$ cat src/rtl/mux4_rr_arbiter.sv
// Round-robin arbiter that owns the select lines of a 4:1 mux.
// Grants are registered one-hot, with a bounded hold under contention.
module mux4_rr_arbiter #(
  parameter int MAX_HOLD = 8
) (
  input  logic       clk,
  input  logic       rst_n,
  input  logic [3:0] req,
  output logic [3:0] grant,
  output logic       sel_1,
  output logic       sel_2,
  output logic       busy
);

  localparam int CW = $clog2(MAX_HOLD + 1);
  localparam logic [CW-1:0] HOLD_LIM = CW'(MAX_HOLD - 1);

  typedef enum logic {
    IDLE,
    OWNED
  } state_t;

  state_t        state_q;
  state_t        state_d;
  logic [1:0]    owner_q;
  logic [1:0]    owner_d;
  logic [1:0]    last_q;
  logic [1:0]    last_d;
  logic [CW-1:0] hold_q;
  logic [CW-1:0] hold_d;
  logic [3:0]    grant_q;
  logic [3:0]    grant_d;
  logic          busy_q;
  logic          busy_d;

  logic [3:0]    own_mask;
  logic [3:0]    others;
  logic          own_req;
  logic          at_lim;
  logic          any_req;
  logic          any_oth;
  logic [1:0]    win_all;
  logic [1:0]    win_oth;

  function automatic logic [3:0] onehot(
    input logic [1:0] idx
  );
    logic [3:0] v;
    v = 4'b0000;
    v[idx] = 1'b1;
    return v;
  endfunction

  // First set bit scanning upward from last+1, wrapping 3 -> 0.
  function automatic logic [1:0] rr_pick(
    input logic [3:0] r,
    input logic [1:0] last
  );
    logic [1:0] idx;
    logic [1:0] win;
    logic       found;
    win   = last;
    found = 1'b0;
    for (int k = 1; k <= 4; k++) begin
      idx = last + 2'(k);
      if (!found && r[idx]) begin
        win   = idx;
        found = 1'b1;
      end
    end
    return win;
  endfunction

  assign own_mask = onehot(owner_q);
  assign own_req  = |(req & own_mask);
  assign others   = req & ~own_mask;
  assign at_lim   = (hold_q == HOLD_LIM);
  assign any_req  = |req;
  assign any_oth  = |others;
  assign win_all  = rr_pick(req, last_q);
  assign win_oth  = rr_pick(others, last_q);

  always_ff @(posedge clk) begin
    if (!rst_n) begin
      state_q <= IDLE;
      owner_q <= 2'd0;
      last_q  <= 2'd3;
      hold_q  <= '0;
      grant_q <= 4'b0000;
      busy_q  <= 1'b0;
    end else begin
      state_q <= state_d;
      owner_q <= owner_d;
      last_q  <= last_d;
      hold_q  <= hold_d;
      grant_q <= grant_d;
      busy_q  <= busy_d;
    end
  end

  always_comb begin
    state_d = state_q;
    owner_d = owner_q;
    last_d  = last_q;
    hold_d  = hold_q;
    grant_d = grant_q;
    busy_d  = busy_q;
    unique case (state_q)
      IDLE: begin
        if (any_req) begin
          state_d = OWNED;
          owner_d = win_all;
          last_d  = win_all;
          hold_d  = '0;
          grant_d = onehot(win_all);
          busy_d  = 1'b1;
        end
      end
      OWNED: begin
        unique case (1'b1)
          (!own_req && any_req): begin
            owner_d = win_all;
            last_d  = win_all;
            hold_d  = '0;
            grant_d = onehot(win_all);
            busy_d  = 1'b1;
          end
          (!own_req && !any_req): begin
            state_d = IDLE;
            hold_d  = '0;
            grant_d = 4'b0000;
            busy_d  = 1'b0;
          end
          (own_req && at_lim && any_oth): begin
            owner_d = win_oth;
            last_d  = win_oth;
            hold_d  = '0;
            grant_d = onehot(win_oth);
            busy_d  = 1'b1;
          end
          default: begin
            // Saturates at the limit so a late contender rotates at once.
            if (!at_lim) hold_d = hold_q + 1'b1;
          end
        endcase
      end
      default: begin
        state_d = IDLE;
        grant_d = 4'b0000;
        busy_d  = 1'b0;
      end
    endcase
  end

  assign grant = grant_q;
  assign sel_1 = owner_q[0];
  assign sel_2 = owner_q[1];
  assign busy  = busy_q;

`ifndef SYNTHESIS
  a_onehot: assert property (
    @(posedge clk) disable iff (!rst_n)
    $onehot0(grant)
  );

  a_busy: assert property (
    @(posedge clk) disable iff (!rst_n)
    busy == (grant != 4'b0000)
  );

  a_sel: assert property (
    @(posedge clk) disable iff (!rst_n)
    busy |-> (grant == onehot({sel_2, sel_1}))
  );
`endif

endmodule

$ cat config.mk
export PLATFORM = sky130hd
export DESIGN_NAME = mux4_rr_arbiter
export DESIGN_NICKNAME = d
export VERILOG_FILES = /design/src/rtl/mux4_rr_arbiter.sv
export SDC_FILE = /design/constraint.sdc
export NUM_CORES = 1
export LEC_CHECK = 0
export ABC_AREA = 1
export BUFFER_PORTS_ARGS = -buffer_cell sky130_fd_sc_hd__buf_2
export CAP_MARGIN = 0
export CORE_ASPECT_RATIO = 1.1
export CORE_MARGIN = 5
export CORE_UTILIZATION = 40
export DETAILED_ROUTE_END_ITERATION = 10
export SETUP_SLACK_MARGIN = 0.4
export SKIP_CTS_REPAIR_TIMING = 1
export SYNTH_ARGS = -nofsm -noshare
export SYNTH_HDL_FRONTEND = slang
export SYNTH_SLANG_ARGS = --single-unit
$ cat constraint.sdc
create_clock -name clk -period 1.3 [get_ports clk]
set_input_delay 0.26 -clock clk [delete_from_list [all_inputs] [get_ports clk]]
set_output_delay 0.26 -clock clk [all_outputs]
set_load 0.05 [all_outputs]
==> results.json, run 1 <==
{
  "status": "finished, violations left",
  "failed_checks": "setup timing",
  "setup_ws_ns": -0.377,
  "antenna_found_initial": 0,
  "detailedPlacementHpwl_um": 2540,
  "finalSetupViolCount": 13,
  "critPathMaxFanout": 5,
  "place_congestion": 0.845,
  "area_growth_pct": 71.4,
  "fp.dieArea_um2": 4310,
  "cts_sinks": 14,
  "ant_nets": 0,
  "min_period_ns": 1.68,
  "num_vias": 1505,
  "n_antenna_cell": 0,
  "die_y_um": 68.4,
  "worst_pin_slew_ns": 0.319,
  "end_kind": "register",
  "nets": 271,
  "synthesis.nets": 217,
  "cp.required_ns": 1.52,
  "synth.largest_area_cell": "dfxtp_1",
  "ff_latch_area_um2": 302,
  "start_kind": "register",
  "track_usage_pct": 15.6,
  "ys_types": 21,
  "worst_hold_slack_ns": 0.249,
  "top_level_ports": 13,
  "rsz0062_at_grt": "yes",
  "hold_viol_final": 0,
  "cts_buffers": 3,
  "crit_path_start": "last_q[0]",
  "portBuffers": 12,
  "totalWireLength_um": 4000,
  "max_cap_violations": 0,
  "cts_max_level": 1,
  "grt_pass1_wl_um": 5500,
  "cts.clk_slew.worst_paths_ns": 0.09,
  "multi_input_area_um2": 1190,
  "r2r_setup_slack_ns": -0.38,
  "worstSkewPairLatency_ns": 0.28,
  "dpl_worst_slack_ns": -0.319,
  "placed_cell_area_um2": 1560,
  "arrival_ns": 1.90,
  "cts_buffer_depth": 2,
  "synth.yosys.seq_area_share_pct": 22.6,
  "fillers": 246,
  "synth_top_cell_area_share_pct": 22.6,
  "dr.first_iter.drc_count": 102,
  "crit_end": "grant[0]",
  "synth-seq-cells": 14,
  "timing.final.crit_share_pct": 129,
  "synthCells": 210,
  "ir_worst_vdd_v": 0.00171,
  "dr.pass1.iters": 5,
  "p_per_area_nw_per_um2": 2480,
  "synth_area_leaders": "dfxtp_1 23%, nand2_1 21%, nand3_1 10%",
  "hold_path_class": "primary input to register",
  "vias_per_cell": 5.07,
  "fin_skew_ns": 0.000867,
  "grt_max_degree": 13,
  "max_slew_margin_pct": 78.7,
  "rr_worst_depth": 14,
  "initial_core_util_pct": 41.0,
  "finalInstanceArea_um2": 2120,
  "core_area_um2": 3020,
  "synth.avg_cell_area_um2": 5.90,
  "wl_per_cell_um": 13.5,
  "setup_tns_ns": -3.61,
  "crit_type": "register to register",
  "synth_area_um2": 1240,
  "max_freq_mhz": 596,
  "rows": 21,
  "power_leakage_nw": 1.02,
  "yosys_warnings": 0,
  "clockRootBuffer": "clkbuf_4",
  "grt-ovfl-total": 0,
  "grt_pass1_vias": 1318,
  "drc_errors": 0,
  "slew_viol_final": 0,
  "timing.rr.end": "grant[0]",
  "die_w_um": 63.1,
  "cts_tree": "built",
  "layout-drive-gt1-share_pct": 62.0,
  "r2r_start": "last_q[0]"
}
## cells in the mapped netlist
library cell,instances
xor2_1,2
nor2_2,4
nand3_1,25
ha_1,1
o21ai_0,5
o21bai_1,1
inv_2,7
a21oi_2,1
inv_1,20
o21ai_1,3
nand2_1,69
dfxtp_1,14
nor2_4,1
nand2_4,5
nand2_2,10
buf_6,2
nor2_1,19
nand3_2,5
o211ai_1,1
nand4_1,4
a21oi_1,11
## power breakdown
| part | internal, mW | leakage [nW] | switching, mW |
|---|---|---|---|
| Combinational | 1.72 | 0.877 | 2.51 |
| Sequential | 0.571 | 0.119 | 0.159 |
| Clock | 0.170 | 0.0210 | 0.145 |
| Total | 2.46 | 1.02 | 2.82 |
## metal layers
metal  up-vias  wire length (um)  global-route usage (%)
met4         0                60                    3.98
met5         -                 0                       0
met2        26              2190                    27.8
li1        777                 -                       -
met1       694              1640                    19.6
met3         8               106                    2.46
## state kept, by name (all words and copies together), names as in the netlist
| name | flops |
|---|---|
| grant | 4 |
| hold_q | 4 |
| last_q | 2 |
| owner_q | 2 |
| busy | 1 |
| state_q | 1 |
## through the flow
step	cells	power (mW)	utilization [%]
after detailed placement	282	3.40	51.6
after CTS	286	3.74	52.8
after global routing	297	5.67	70.3
after global placement	282	3.40	51.6
final	297	5.28	70.3
after floorplan	210	2.71	-
## final cells by class
class,instances,area share (%)
Clock buffer,4,1.71
Inverter,27,5.72
Multi-Input combinational cell,167,56.1
Sequential cell,14,14.2
Tap cell,34,2.00
Timing Repair Buffer,51,20.3
## cells in the final DEF (no fill, tap or decap), types with 5 or more instances in the layout
cell type,count
dfxtp_2,5
buf_4,35
buf_8,5
inv_4,5
nand2_4,19
nand2_2,30
nand3_4,8
inv_2,7
nor2_2,5
inv_1,14
nand3_1,14
nand2_1,35
buf_6,6
nor2_1,16
buf_2,5
dfxtp_1,5
o21ai_0,5
a21oi_2,7
nand3_2,8
## worst min path at each step
stage                     startpoint   endpoint  slack, ns  cells after the start
after CTS                      rst_n  last_q[0]       0.24                      2
final                          rst_n  last_q[0]       0.25                      2
after global placement          busy       busy       0.45                      2
after detailed placement        busy       busy       0.46                      2
after global routing           rst_n  last_q[0]       0.25                      2
after floorplan                rst_n  last_q[0]       0.36                      1
## cell families (layout without fill, tap and decap cells)
group	Yosys count	in the layout	synth area share (%)
adder cells (fa/ha/maj)	1	1	1.01
AND/OR/NAND/NOR	142	142	55.4
XOR/XNOR	2	2	1.41
AO/OA/AOI/OAI	22	22	9.60
buffers and inverters	29	82	10.0
flip-flops	14	14	22.6
## critical path: stages, from the launching register on
cell and delay [ns]:
dfxtp_4 0.39, buf_8 0.15, nand2_4 0.07, inv_2 0.04, nand2_2 0.08, nand3_2 0.12
nand2_2 0.13, nand2_2 0.07, nand2_4 0.07, nand2_2 0.06, nand2_4 0.09, nand2_4 0.07
nor2_1 0.15, nor2_1 0.06, nor2_1 0.07
(Power assumes the default switching activity.)
==> run 2: changes to the inputs <==
--- a/config.mk
+++ b/config.mk
@@ -6,7 +6,7 @@
 export NUM_CORES = 1
 export LEC_CHECK = 0
 export ABC_AREA = 1
-export BUFFER_PORTS_ARGS = -buffer_cell sky130_fd_sc_hd__buf_2
+export BUFFER_PORTS_ARGS = -buffer_cell sky130_fd_sc_hd__buf_4
 export CAP_MARGIN = 0
 export CORE_ASPECT_RATIO = 1.1
 export CORE_MARGIN = 5
==> run 2 against run 1 <==
Against the previous run: the flow still finishes with violations (setup timing); non-clock buffer count decreased by 4; clock power decreased by 16%; maximum frequency increased by 2.9%; routed wire length decreased by 13%; first-iteration DRC count decreased by 39%; cell count decreased by 1.3%; critical path depth unchanged; critical path type unchanged; largest cell class unchanged; largest power group unchanged; highest routed layer unchanged.
==> results.json, run 2 (synthesis results as in run 1) <==
{
  "die_y_um": 68.4,
  "timing.rr.end": "grant[0]",
  "timing.final.crit_share_pct": 125,
  "crit_path_start": "owner_q[0]",
  "path_cells": "inv_4, nand2_4, buf_4, nand2_4, nand3_4, nand2_2, nand2_2, nand2_2, nand2_1, nand2_2, nand2_2, nor2_1, nor2_1, nor2_1",
  "core_area_um2": 3020,
  "drc_errors": 0,
  "cp.depth": 14,
  "grt_pass1_vias": 1296,
  "cp.required_ns": 1.52,
  "initial_core_util_pct": 41.0,
  "layout-drive-gt1-share_pct": 58.3,
  "cts_buffer_depth": 2,
  "max_cap_violations": 0,
  "grt_max_degree": 12,
  "min_period_ns": 1.63,
  "critPathMaxFanout": 5,
  "ff_latch_area_um2": 299,
  "ir_worst_vdd_v": 0.00169,
  "final_cell_mix": "42 x nand2_1, 38 x buf_4, 30 x nand2_2",
  "p_per_area_nw_per_um2": 2330,
  "hold_viol_final": 0,
  "slew_viol_final": 0,
  "cts_tree": "built",
  "cts_max_level": 1,
  "cp_slowest_cell": "dfxtp_4",
  "failed_checks": "setup timing",
  "ant_nets": 0,
  "track_usage_pct": 15.3,
  "rr_worst_depth": 14,
  "die_w_um": 63.1,
  "fillers": 252,
  "cts.clk_slew.worst_paths_ns": 0.09,
  "max_stage_delay_ns": 0.38,
  "n_antenna_cell": 0,
  "power_leakage_nw": 0.977,
  "clockRootBuffer": "clkbuf_4",
  "cts_sinks": 14,
  "mostFrequentLayoutCell": "nand2_1",
  "dr.first_iter.drc_count": 62,
  "antenna_found_initial": 0,
  "cts_buffers": 3,
  "dr.pass1.iters": 4,
  "wl_per_cell_um": 11.8,
  "rows": 21,
  "nets": 267,
  "crit_family": "simple AND/OR/NAND/NOR gates",
  "worstSkewPairLatency_ns": 0.28,
  "r2r_start": "owner_q[0]",
  "multi_input_area_um2": 1090,
  "fin_skew_ns": 0.00773,
  "area_growth_pct": 60.0,
  "finalSetupViolCount": 13,
  "end_kind": "register",
  "status": "finished, violations left",
  "setup_ws_ns": -0.330,
  "dpl_worst_slack_ns": -0.316,
  "totalWireLength_um": 3470,
  "timing.critical_path.mode_cell": "nand2_2",
  "path_buf_inv": 2,
  "grt_pass1_wl_um": 5400,
  "max_slew_margin_pct": 80.5,
  "vias_per_cell": 4.92,
  "crit_end": "grant[0]",
  "hold_path_class": "primary input to register",
  "top_level_ports": 13,
  "grt-ovfl-total": 0,
  "whs_path_depth": 2,
  "worst_pin_slew_ns": 0.292,
  "fp.dieArea_um2": 4310,
  "power_mw": 4.61,
  "portBuffers": 12,
  "detailedPlacementHpwl_um": 2480,
  "rsz0062_at_grt": "yes",
  "num_vias": 1441,
  "r2r_setup_slack_ns": -0.33,
  "place_congestion": 0.834,
  "arrival_ns": 1.85,
  "crit_type": "register to register",
  "max_freq_mhz": 614,
  "start_kind": "register"
}
==> run 2: changes by cell type in the layout (fill, tap and decap cells not counted), sizes merged <==
| cell | previous run | this run |
|---|---|---|
| buf | 51 | 47 |
==> run 2: metal layers <==
| layer | global-route usage, % | wire (um) | share of wire, % |
|---|---|---|---|
| met2 | 27.8 | 1720 | 49 |
| met3 | 3.12 | 83 | 2.4 |
| met1 | 18.5 | 1650 | 48 |
| met4 | 3.98 | 19 | 0.55 |
| met5 | 0 | 0 | 0 |
==> run 2: per-stage QoR <==
step           cell area, um2  std cells  hold WS (ns)  util [%]  setup TNS [ns]
2_1_floorplan            1270        210         0.359         -           -1.70
5_1_grt                  1980        293         0.207      65.6           -4.86
3_5_place_dp             1590        281         0.458      52.8           -3.44
3_3_place_gp             1590        281         0.459      52.8           -3.24
6_report                 1980        293         0.217      65.6           -3.35
4_1_cts                  1620        285         0.217      53.6           -3.76
==> run 2: final cells by class <==
class                   instances  share of cell area [%]
clock buffers                   4                    1.33
inverters                      27                    5.62
multi-input cells             167                    55.1
flip-flops and latches         14                    15.1
well taps                      34                    2.15
repair buffers                 47                    20.7
==> run 2: power by group <==
part	internal, mW	switching (mW)
clock network	0.119	0.145
registers	0.565	0.132
logic	1.48	2.17
==> run 2: worst min path at each step <==
| stage | endpoint | startpoint | slack [ns] |
|---|---|---|---|
| detailed placement | busy | busy | 0.46 |
| global placement | busy | busy | 0.46 |
| CTS | last_q[0] | rst_n | 0.22 |
| global route | last_q[0] | rst_n | 0.21 |
| floorplan | last_q[0] | rst_n | 0.36 |
| finish | last_q[0] | rst_n | 0.22 |
